File: src/rtl/sqrt_rr_scheduler.sv
// sqrt_rr_scheduler: round-robin arbiter sharing one fixed-latency sqrt datapath among NREQ requesters
//   clk, reset            : clock and asynchronous active-high reset
//   req_valid/ready/a/b   : per-requester operand handshake, operands packed WIDTH bits per requester
//   rsp_valid/ready/data/id : tagged result handshake
//   sq_start/inA/inB/out  : datapath start pulse, held operands, and result sampled after OP_CYCLES
//   busy                  : high whenever an operation is in progress
module sqrt_rr_scheduler #(
  parameter int NREQ      = 4,
  parameter int IDW       = 2,
  parameter int WIDTH     = 16,
  parameter int OP_CYCLES = 8
) (
  input  logic                  clk,
  input  logic                  reset,
  input  logic [NREQ-1:0]       req_valid,
  output logic [NREQ-1:0]       req_ready,
  input  logic [NREQ*WIDTH-1:0] req_a,
  input  logic [NREQ*WIDTH-1:0] req_b,
  output logic                  rsp_valid,
  input  logic                  rsp_ready,
  output logic [WIDTH-1:0]      rsp_data,
  output logic [IDW-1:0]        rsp_id,
  output logic                  sq_start,
  output logic [WIDTH-1:0]      sq_inA,
  output logic [WIDTH-1:0]      sq_inB,
  input  logic [WIDTH-1:0]      sq_out,
  output logic                  busy
);
  localparam int CW = $clog2(OP_CYCLES) + 1;
  typedef enum logic [1:0] {IDLE, ISSUE, WAIT, RESP} state_t;
  state_t state_q, state_d;
  logic [IDW-1:0] last_q, last_d, id_q, id_d, win, idx;
  logic [CW-1:0] cnt_q, cnt_d;
  logic [WIDTH-1:0] a_q, a_d, b_q, b_d, data_q, data_d;
  logic found;
  // first valid requester strictly after the last winner, wrapping modulo NREQ
  always_comb begin
    found = 1'b0;
    win = '0;
    idx = '0;
    for (int k = 1; k <= NREQ; k++) begin
      idx = IDW'((int'(last_q) + k) % NREQ);
      if (!found && req_valid[idx]) begin
        found = 1'b1;
        win = idx;
      end
    end
  end
  // grant is gated by reset so every output reads 0 while reset is held
  assign req_ready = (state_q == IDLE && found && !reset) ? NREQ'(1) << win : '0;
  assign sq_start  = state_q == ISSUE;
  assign rsp_valid = state_q == RESP;
  assign busy      = state_q != IDLE;
  assign sq_inA    = a_q;
  assign sq_inB    = b_q;
  assign rsp_data  = data_q;
  assign rsp_id    = id_q;
  always_comb begin
    state_d = state_q;
    last_d = last_q;
    id_d = id_q;
    a_d = a_q;
    b_d = b_q;
    data_d = data_q;
    cnt_d = cnt_q;
    case (state_q)
      IDLE: if (found) begin
        state_d = ISSUE;
        last_d = win;
        id_d = win;
        a_d = req_a[win*WIDTH +: WIDTH];
        b_d = req_b[win*WIDTH +: WIDTH];
      end
      ISSUE: begin
        state_d = WAIT;
        cnt_d = '0;
      end
      WAIT: begin
        cnt_d = cnt_q + 1'b1;
        if (cnt_q == CW'(OP_CYCLES - 1)) begin
          state_d = RESP;
          data_d = sq_out;
        end
      end
      RESP: state_d = rsp_ready ? IDLE : RESP;
      default: state_d = IDLE;
    endcase
  end
  always_ff @(posedge clk or posedge reset) begin
    if (reset) begin
      state_q <= IDLE;
      last_q <= IDW'(NREQ - 1);
      id_q <= '0;
      cnt_q <= '0;
      a_q <= '0;
      b_q <= '0;
      data_q <= '0;
    end else begin
      state_q <= state_d;
      last_q <= last_d;
      id_q <= id_d;
      cnt_q <= cnt_d;
      a_q <= a_d;
      b_q <= b_d;
      data_q <= data_d;
    end
  end
endmodule

File: config.mk
export PLATFORM = sky130hd
export DESIGN_NAME = sqrt_rr_scheduler
export DESIGN_NICKNAME = d
export VERILOG_FILES = /design/src/rtl/sqrt_rr_scheduler.sv
export SDC_FILE = /design/constraint.sdc
export NUM_CORES = 1
export LEC_CHECK = 0
export CAP_MARGIN = 10
export CORE_ASPECT_RATIO = 0.9
export CORE_MARGIN = 2
export CORE_UTILIZATION = 35
export CTS_CLUSTER_DIAMETER = 80
export DETAILED_ROUTE_END_ITERATION = 8
export DONT_BUFFER_PORTS = 1
export HOLD_SLACK_MARGIN = 0.03
export SLEW_MARGIN = 20
export SYNTH_ARGS = -nofsm -noshare
export SYNTH_HDL_FRONTEND = slang
export SYNTH_SLANG_ARGS = --single-unit
File: constraint.sdc
create_clock -name clk -period 2.25 [get_ports clk]
set_clock_uncertainty 0.15 [all_clocks]
set_input_delay 0.3375 -clock clk [delete_from_list [all_inputs] [get_ports clk]]
set_output_delay 0.3375 -clock clk [all_outputs]
set_load 0.01 [all_outputs]
==> metrics.cfg <==
[run_status]
status=finished with violations
violations=negative setup slack

[cells_and_area]
diodes=0
layout.nets=618
final_layout_size_suffix_gt1_share_pct=21.9
final_util_pct=44.2
syn2layout_area_growth_pct=22.9
final_cell_count_no_fill=622
stdcell_area_um2=5060
layout_common_cells=dfrtp_1, o21ai_1, nand2_1
final_common_cell=dfrtp_1

[logic_synthesis]
synth_top_area_share_pct=34.1
synth_area_um2=4110
ys_seq_area_share_pct=35.3
syn_nets=595
ys_seq_elements=58
syn_inst=438
ys_types=43
avgSynthCellArea_um2=9.39
ys_warn_count=0
ys_top_cells_by_area=dfrtp_1, mux2i_1, nand2b_1, o21ai_1, mux2_2
synth_top_area_cell=dfrtp_1

[worst_setup_path]
path_cells=o21ba_4 > o211ai_1 > clkbuf_16 > and3_4
cp.required_ns=1.76
end_kind=output port
worstSetupPathType=reg2out
worstPathArrival_ns=1.80
critical_path.max_fanout=7
cpPeakStageDelay_ns=0.58
crit_slowest_cell=dfstp_2
startpoint_type=flop

[power]
power.density_nw_per_um2=1330
p_leak_nw=2.29
p_total_mw=6.75
peakVddDrop_mv=0.596

[sta]
drv_slew=0
fin_ws_ns=-0.0331
fin_crit_sh_pct=101
finalSetupViolCount=1
post-route-min-period_ns=2.28
slew_headroom_pct=55.3
fmax_ghz=0.438
rsz0062_at_grt=yes
fin_hold_ws_ns=0.0600
tightest_slew_ns=0.668
hold_viol=0
tns_ns=-0.0331

[place]
place_area_um2=4320
dp_hpwl_um=9160
gp_congestion=0.809
port_buffers=0
pre_cts_ws_ns=-0.0710
dp.cells=578

[routing]
ant_nets=0
drtPass1Iterations=4
drt_iter0_drc=155
wire_per_inst_um=20.8
via_per_inst=5.61
drc=0
num_vias=3489
wl_um=12900

[clocking]
clockBufferDepth=2
cts_htree_levels=3
cts_tree=done
cts_made_buffers=9
tritoncts_num_sinks=58
root_buffer=clkbuf_16
clk_latency_ns=0.33
path_clk_slew_ns=0.05

[die]
ioPinCount=208
start_util_pct=36.0
core_um2=11400
die_x_um=118
row_count=37
die-area_um2=12600
dieHeight_um=107

[grt]
grt_pass1_wl_um=19300
grt_usage_pct=20.0
overflow=0
grt_pass1_vias=3536
grt_antenna_before_repair=0
grt_start_max_net_pins=41

[run]
maxCapViolations=0

[min_path]
hold_class=in2reg

## layout make-up
class / count / area (µm²)
clock inverters: 4 / 73.8
fillers: 1118 / 6380
clock buffers: 12 / 256
well taps: 156 / 195
flip-flops and latches: 58 / 1460
multi-input cells: 336 / 2540
inverters: 9 / 37.5
repair buffers: 47 / 500
## power by group
part | switching, mW | internal [mW]
clock | 0.495 | 1.03
sequential | 0.440 | 1.43
combinational | 1.74 | 1.61
## logic make-up after synthesis
logic type / Yosys count / synth area share (%)
AND/OR/NAND/NOR: 165 / 22.9
AO/OA/AOI/OAI: 117 / 21.6
flip-flops: 58 / 35.3
multiplexers: 48 / 12.2
buffers and inverters: 44 / 6.14
adder cells (fa/ha/maj): 6 / 1.82
## sequential cells by signal, summed over array words and instances, names as in the netlist
register	cells
rsp_id	2
cnt_q	4
last_q	2
state_q	2
sq_inB	16
rsp_data	16
sq_inA	16
## path summary, 6_finish.rpt
check / cells after the start / startpoint / end / slack [ns]
max: 4 / last_q[1] / req_ready[0] / -0.03
min: 2 / req_b[54] / sq_inB[6] / 0.06
max reg2reg: 9 / last_q[1] / sq_inA[5] / 0.03
min reg2reg: 2 / last_q[1] / last_q[1] / 0.36
max in group asynchronous: 3 / reset / sq_inA[15] / 1.04
min in group asynchronous: 3 / reset / cnt_q[0] / 0.48
## per-layer routing
metal / global-route usage (%) / part of all wire, % / vias to the layer above
met5: 0 / 0 / -
met4: 6.02 / 1.2 / 0
met3: 8.30 / 10 / 11
met2: 36.6 / 51 / 188
met1: 21.1 / 37 / 1656
li1: - / - / 1634
## Yosys cell counts (all sizes together)
master	number
dfrtp	56
o21ai	54
nand2	40
nand2b	35
mux2i	32
and3	25
and2	23
nor3b	23
o41ai	23
buf	18
clkbuf	17
mux2	16
a21o	10
o211a	10
inv	9
a21oi	8
nor2	7
ha	6
nand3	5
nor2b	3
o21ba	3
dfstp	2
a21bo	1
a221o	1
a221oi	1
a311o	1
a311oi	1
a32oi	1
and4	1
nand3b	1
nand4	1
o2111a	1
o211ai	1
o22a	1
or3	1
## worst max-delay path: cells and delay by family, from the launching register on
family / cells / cell delay, ns
simple gates: 1 / 0.21
compound gates: 2 / 0.45
buf+inv: 1 / 0.22
flops: 1 / 0.58
## repair_timing
action | CTS | global route
setup buffers | 4 | 7
hold endpoints to repair | 72 | 0
hold buffers | 17 | 0
gates cloned | 1 | 0
endpoints found under the setup margin | 12 | 5
gates resized for setup | 5 | 22
pin swaps | 1 | 6
Power figures use the tool's default switching activity.
